### src/rtl/uart_word_tx.sv
// uart_word_tx: sends a 32-bit word as 4 UART bytes, little-endian, LSB first, 8N1.
// Latency: start bit on the line the cycle after accept; tx_done 4*10*CLKS_PER_BIT cycles later.
// Backpressure: word_ready only in IDLE; word_valid while busy is dropped, never queued.
// Optional feature: define UART_TX_PARITY_EN for 8E1 frames (even-parity bit before stop).
module uart_word_tx #(
   parameter int CLKS_PER_BIT = 10416
) (
   input  logic        clk,
   input  logic        reset,
   input  logic        word_valid,
   input  logic [31:0] word_data,
   output logic        word_ready,
   output logic        tx_serial,
   output logic        tx_busy,
   output logic        tx_done,
   output logic [1:0]  byte_idx
);

   localparam int BAUD_W = (CLKS_PER_BIT > 1) ? $clog2(CLKS_PER_BIT) : 1;
   localparam logic [BAUD_W-1:0] BAUD_LAST = BAUD_W'(CLKS_PER_BIT - 1);
   localparam logic [BAUD_W-1:0] BAUD_ONE  = BAUD_W'(1);

   typedef enum logic [2:0] {
      S_IDLE,
      S_START,
      S_DATA,
      S_PARITY,
      S_STOP,
      S_DONE
   } state_t;

   state_t            state;
   logic [BAUD_W-1:0] baud_cnt;
   logic [2:0]        bit_cnt;
   // Word buffer shifts right one bit per data bit, so the byte on the line is
   // always in [7:0]; after four bytes the whole word has been consumed.
   logic [31:0]       shreg;
`ifdef UART_TX_PARITY_EN
   logic              par_bit;
`endif

   wire baud_last = (baud_cnt == BAUD_LAST);

   // Handshake and busy flags decode straight from the registered state.
   assign word_ready = (state == S_IDLE);
   assign tx_busy    = (state != S_IDLE) && (state != S_DONE);

   // Bit-serializer FSM; line, done pulse and byte index are all registered.
   always_ff @(posedge clk) begin
      if (reset) begin
         state     <= S_IDLE;
         baud_cnt  <= '0;
         bit_cnt   <= '0;
         shreg     <= '0;
         tx_serial <= 1'b1;
         tx_done   <= 1'b0;
         byte_idx  <= 2'd0;
`ifdef UART_TX_PARITY_EN
         par_bit   <= 1'b0;
`endif
      end else begin
         tx_done <= 1'b0;
         case (state)
            S_IDLE: begin
               tx_serial <= 1'b1;
               baud_cnt  <= '0;
               bit_cnt   <= '0;
               byte_idx  <= 2'd0;
               if (word_valid) begin
                  shreg     <= word_data;
                  state     <= S_START;
                  tx_serial <= 1'b0;
               end
            end
            S_START: begin
               if (baud_last) begin
                  baud_cnt  <= '0;
                  bit_cnt   <= '0;
                  state     <= S_DATA;
                  tx_serial <= shreg[0];
                  shreg     <= {1'b0, shreg[31:1]};
`ifdef UART_TX_PARITY_EN
                  // Even parity of the byte about to be sent, taken before shifting.
                  par_bit   <= ^shreg[7:0];
`endif
               end else begin
                  baud_cnt <= baud_cnt + BAUD_ONE;
               end
            end
            S_DATA: begin
               if (baud_last) begin
                  baud_cnt <= '0;
                  if (bit_cnt == 3'd7) begin
`ifdef UART_TX_PARITY_EN
                     state     <= S_PARITY;
                     tx_serial <= par_bit;
`else
                     state     <= S_STOP;
                     tx_serial <= 1'b1;
`endif
                  end else begin
                     bit_cnt   <= bit_cnt + 3'd1;
                     tx_serial <= shreg[0];
                     shreg     <= {1'b0, shreg[31:1]};
                  end
               end else begin
                  baud_cnt <= baud_cnt + BAUD_ONE;
               end
            end
`ifdef UART_TX_PARITY_EN
            S_PARITY: begin
               if (baud_last) begin
                  baud_cnt  <= '0;
                  state     <= S_STOP;
                  tx_serial <= 1'b1;
               end else begin
                  baud_cnt <= baud_cnt + BAUD_ONE;
               end
            end
`endif
            S_STOP: begin
               if (baud_last) begin
                  baud_cnt <= '0;
                  if (byte_idx == 2'd3) begin
                     state     <= S_DONE;
                     tx_done   <= 1'b1;
                     tx_serial <= 1'b1;
                  end else begin
                     // Next byte starts immediately, no idle gap between bytes.
                     byte_idx  <= byte_idx + 2'd1;
                     state     <= S_START;
                     tx_serial <= 1'b0;
                  end
               end else begin
                  baud_cnt <= baud_cnt + BAUD_ONE;
               end
            end
            S_DONE: begin
               state     <= S_IDLE;
               tx_serial <= 1'b1;
               byte_idx  <= 2'd0;
            end
            default: begin
               state     <= S_IDLE;
               tx_serial <= 1'b1;
            end
         endcase
      end
   end

endmodule

### config.mk
export PLATFORM = sky130hd
export DESIGN_NAME = uart_word_tx
export DESIGN_NICKNAME = d
export VERILOG_FILES = /design/src/rtl/uart_word_tx.sv
export SDC_FILE = /design/constraint.sdc
export NUM_CORES = 1
export LEC_CHECK = 0
export ABC_CLOCK_PERIOD_IN_PS = 2420
export BUFFER_PORTS_ARGS = -buffer_cell sky130_fd_sc_hd__buf_4
export CAP_MARGIN = 5
export CORE_MARGIN = 2
export CORE_UTILIZATION = 35
export DETAILED_ROUTE_END_ITERATION = 10
export PLACE_DENSITY_LB_ADDON = 0.08
export SYNTH_ARGS = -nofsm -noshare
export SYNTH_HDL_FRONTEND = slang
export SYNTH_SLANG_ARGS = --single-unit
export TNS_END_PERCENT = 30
### constraint.sdc
create_clock -name clk -period 2.42 [get_ports clk]
set_input_delay 0.484 -clock clk [delete_from_list [all_inputs] [get_ports clk]]
set_output_delay 0.484 -clock clk [all_outputs]
set_load 0.1 [all_outputs]
# After elaboration in Yosys (flattened, before gate mapping)
# Index checks and enable logic that the tools add are counted.
dict set report classes {
  add_sub_neg 3
  eq_ne 15
  n_mux 28
  bitwise_logic 2
  reduce_logical 14
}
# cell n
set ops {}
lappend ops {{2-to-1 mux 32 bit} 4}
lappend ops {{case mux 32 bit (3 select lines)} 1}
lappend ops {{case mux 14 bit (2 select lines)} 1}
lappend ops {{2-to-1 mux 3 bit} 9}
lappend ops {{adder 14 x 1 -> 14 bit, second input constant} 1}
lappend ops {{== test 14 bit, second input constant} 1}
lappend ops {{2-to-1 mux 14 bit} 1}
lappend ops {{inequality test 2 bit, second input constant} 7}
lappend ops {{case mux 3 bit (4 select lines)} 1}
lappend ops {{AND reduction 5 bit} 2}
lappend ops {{== test 3 bit, second input constant} 3}
lappend ops {{case mux 3 bit (3 select lines)} 1}
lappend ops {{2-to-1 mux 1 bit} 6}
lappend ops {{AND reduction 3 bit} 2}
lappend ops {{nonzero test 3 bit} 2}
lappend ops {{OR reduction 3 bit} 2}
lappend ops {{2-to-1 mux 2 bit} 2}
lappend ops {{case mux 1 bit (4 select lines)} 1}
lappend ops {{case mux 2 bit (2 select lines)} 1}
lappend ops {{AND reduction 4 bit} 1}
lappend ops {{nonzero test 2 bit} 2}
lappend ops {{adder 3 x 1 -> 3 bit, second input constant} 1}
lappend ops {{== test 3 x 1 -> 1 bit, second input constant} 1}
lappend ops {{== test 3 x 2 -> 1 bit, second input constant} 1}
lappend ops {{7 further kinds} 8}
dict set report word_totals {
  register_bits 56
  inputBits 35
}

# Depth between registers and ports, before layout
dict set report depth {
  word_depth 4
  depth_mapped 8
}

# Least setup slack after synthesis
# No wires, ideal clock.
dict set report synth_timing {
  kind {reg2reg}
  startpoint {register state[1]}
  endpoint {register shreg[31]}
  arrival_time_ns 3.263
  path_slack_ns -0.917
  stages_incl_launch_ff 6
  n_path_buf 2
  path_cell_list {dfxtp_1 buf_2 buf_1 nor3_1 o211ai_1 a21oi_1}
}
dict set report synth_via {
  elab_chain_len 3
  word_cells_on_any_way 10
  classes_between {6 x eq/ne; 1 x mux; 3 x reduce/logical}
}
# item line
set synth_lines {}
lappend synth_lines {{from (decl)} 32} ;# state_t state;
lappend synth_lines {{from (signal assigned)} 51} ;# state <= S_IDLE;
lappend synth_lines {{from (signal assigned)} 71} ;# state <= S_START;
lappend synth_lines {{from (signal assigned)} 79} ;# state <= S_DATA;
lappend synth_lines {{logical NOT 3 bit (*)} --}
lappend synth_lines {{named net word_ready} 12} ;# output logic word_ready,
lappend synth_lines {{inequality test 2 bit (no source line) or nonzero test 3 bit (tied branches)} --}
lappend synth_lines {{AND reduction 5 bit (no source line)} --}
lappend synth_lines {{to (signal assigned)} 70} ;# shreg <= word_data;
lappend synth_lines {{to (signal assigned)} 81} ;# shreg <= {1'b0, shreg[31:1]};
lappend synth_lines {{to (signal assigned)} 104} ;# shreg <= {1'b0, shreg[31:1]};
lappend synth_lines {{to (decl)} 37} ;# logic [31:0] shreg;
# The timed path passes the listed nets; every way through them passes the cells marked *.
# A chain may end at the register's enable or synchronous reset.

# Worst setup path in the final report
dict set report layout_timing {
  startpoint {register bit_cnt[0]}
  endpoint {register shreg[17]}
}
dict set report layout_via {
  elab_chain_len 3
}
# item line
set layout_lines {}
lappend layout_lines {{from (decl)} 34} ;# logic [2:0] bit_cnt;
lappend layout_lines {{from (signal assigned)} 102} ;# bit_cnt <= bit_cnt + 3'd1;
lappend layout_lines {{== test 3 bit} 93} ;# if (bit_cnt == 3'd7) begin
lappend layout_lines {{inequality test 2 bit (no source line)} --}
lappend layout_lines {{AND reduction 5 bit (no source line)} --}
# No other way between the ends.

==> flow_summary.yaml <==
layout:
  seq_area_um2: 1120
  syn2layout_area_growth_pct: 17.9
  layout-drive-gt1-share: 0.277
  nets: 386
  layoutNonFillerInstCount: 452
  multi_input_area_um2: 1670
  n_fill_cell: 821
  antenna_cells: 0
grt:
  grt_pass1_wl_um: 9780
  grt_max_degree: 43
  grt-ovfl-total: 0
  grt_usage: 0.136
  antenna_found_initial: 0
  first_global_vias: 2080
worst_hold_path:
  min_from: "reset"
  min_to: "byte_idx[0]"
  min_path_type: "in2reg"
  min_path_cells: 2
drt:
  vias_per_cell: 5.06
  drt-wirelength-per-cell_um: 13.4
  first_pass_iters: 4
  met2WireLength_um: 2700
  wl_met1_um: 3070
  via_count: 2287
  antenna_left: 0
  wl_met3_um: 220
  top_layer_used: "met4"
  first_iter_violations: 67
  finalWirelength_um: 6060
  drc_errors: 0
yosys:
  synth_top_area_cell: "dfxtp_1"
  syn_nets: 349
  synth-compound-area-share: 0.231
  ys_seq_area_frac: 0.383
  ys_warn_count: 0
  synth_cell_types: 52
  synth_cells: 310
  synth_commonest_cells: "dfxtp_1, nor2_1, mux2i_1"
  ys.flop_type: "dfxtp_1"
  yosys.cell_count.top_type: "dfxtp_1"
  synth-seq-cells: 56
  synth_edf_count: 0
  postSynthAreaPerCell_um2: 9.45
  synth-adder-area-share: 0.0205
  synth-xor-area-share: 0.0120
  synth_top_family_by_area: "compound AO/OA/AOI/OAI gates"
  synth.mux.area_fraction: 0.120
  synth_area_leaders: "dfxtp_1, a211oi_2, mux2i_1"
  synth_top_area_share: 0.383
  async_reset_ff_frac: 0
  synth-simple-area-share: 0.184
  netlist_area_um2: 2930
timing:
  maxSlewHeadroom: 0.540
  hold_viol: 0
  layout_min_cycle_time_ns: 2.16
  worst_pin_slew_ns: 0.684
  finalMaxSlewViolations: 0
  hold_slack_ns: 0.441
  finalSetupTns_ns: 0
  max_freq_mhz: 464
  clock-skew-final_ns: 0.00747
  min_period_over_period: 0.891
  finalSetupViolCount: 0
  rsz0062_at_grt: "false"
critical_path:
  crit_chain: "ha_1 > ha_1 > or2_1 > a211o_1 > a21oi_4 > buf_12 > nor2_1 > a211oi_2"
  cp.arrival_ns: 2.39
  cp_data_required_time_ns: 2.65
  slowest_stage: "dfxtp_1"
  cp_common_cell: "ha_1"
  startpoint_type: "register"
  r2r_setup_slack_ns: 0.26
  r2r-end: "shreg[17]"
  r2r_start: "bit_cnt[0]"
  setup.worst_path.end_class: "register"
  cp_slowest_stage_delay_ns: 0.34
  cp_max_fo: 42
  r2r_cells: 8
  crit_type: "reg2reg"
clocking:
  cts-resized-gates: 0
  cts_made_buffers: 5
  clkSinkCount: 56
  cts_setup_buffers: 0
  cts_root_buf: "clkbuf_8"
  postCtsHoldBufs: 0
  cts.path.max_buffers: 2
  cts_htree_levels: 2
  clkLatencyLatePin_ns: 0.30
  clk_pin_slew_ns: 0.10
  cts_tree: "done"
pwr:
  pwr-share-clk: 0.115
  p_sw_w: 0.00211
  p_per_area_nw_per_um2: 1350
  p_comb_frac: 0.603
  power_frac_seq: 0.283
  p_leak_nw: 1.33
  switching_share: 0.454
  p_int_w: 0.00254
  ir_drop_v: 0.000486
  total_power_w: 0.00465
floorplan:
  io_pins: 41
  start_util: 0.358
  die-area_um2: 9120
  coreArea_um2: 8180
  die_h_um: 95.5
  die_w_um: 95.5
  rows: 33
outcome:
  outcome: "completed"
flow_run:
  cap_violations: 0
placed_design:
  gp_congestion: 0.749
  io_buffer_count: 40
  dp_hpwl_um: 4310
  dp_cells: 445
metrics by stage:
step | setup WS [ns] | utilization | area [um2]
6_report | 0.264 | 0.422 | 3450
5_1_grt | 0.0341 | 0.422 | 3450
4_1_cts | 0.244 | 0.422 | 3450
3_5_place_dp | 0.261 | 0.411 | 3360
3_3_place_gp | 0.280 | 0.411 | 3360
2_1_floorplan | -0.0198 | - | 2930
cell families after synthesis:
| group | after synthesis |
|---|---|
| flops | 56 |
| simple gates | 109 |
| buf+inv | 28 |
| mux | 35 |
| compound gates | 73 |
| fa+ha+maj | 5 |
| xor+xnor | 4 |
power by group through the flow:
stage / clock network, W / registers [W] / logic, W
after floorplan: 0 / 0.00132 / 0.00235
after global routing: 0.000595 / 0.00135 / 0.00309
after detailed placement: 0 / 0.00134 / 0.00283
final: 0.000533 / 0.00132 / 0.00281
after global placement: 0 / 0.00134 / 0.00280
after CTS: 0.000557 / 0.00132 / 0.00284
worst max-delay path, delay by kind of cell (launching register included):
kind | cells | cell delay, ns
adders and majority gates | 2 | 0.41
and+or+nand+nor | 2 | 0.35
AOI/OAI and AO/OA | 3 | 0.71
DFF | 1 | 0.34
buffers and inverters | 1 | 0.25
registers in the layout (all words and copies together) (netlist names):
register	count
state	3
baud_cnt	14
byte_idx	2
bit_cnt	3
shreg	32
tx_serial	1
tx_done	1
cell type report:
type,count,share of cell area
Inverter,6,0.00652
Clock inverter,1,0.00254
Timing Repair Buffer,52,0.120
Sequential cell,56,0.325
Clock buffer,6,0.0239
Tap cell,105,0.0380
Multi-Input combinational cell,226,0.484
how the worst max path moves through the flow:
| stage | from | to | slack [ns] |
|---|---|---|---|
| finish | bit_cnt[0] | shreg[17] | 0.26 |
| global route | baud_cnt[0] | shreg[0] | 0.03 |
| CTS | bit_cnt[0] | shreg[0] | 0.24 |
| detailed placement | bit_cnt[0] | shreg[0] | 0.26 |
| global placement | bit_cnt[0] | shreg[0] | 0.28 |
| floorplan | state[1] | word_ready | -0.02 |
per-layer routing:
layer | global-route usage | vias up
li1 | - | 1209
met1 | 0.175 | 1038
met2 | 0.225 | 33
met3 | 0.0285 | 7
met4 | 0.0464 | 0
met5 | 0 | -
placed cells by master, fill, tap and decap left out, types with 3 or more instances in the layout:
master | netlist | final
o21ai_0 | 7 | 7
and4_1 | 3 | 3
nor3_1 | 9 | 8
buf_4 | 3 | 50
a21oi_1 | 14 | 14
inv_1 | 6 | 6
nor2_1 | 44 | 44
nand4_1 | 4 | 4
ha_1 | 4 | 4
a211oi_2 | 29 | 29
nand2_1 | 16 | 16
mux2i_1 | 34 | 34
nand3_1 | 12 | 12
a22o_1 | 3 | 3
or3_1 | 4 | 4
clkbuf_8 | 0 | 6
dfxtp_1 | 56 | 56
nand2b_1 | 4 | 4
(Power assumes the default switching activity.)
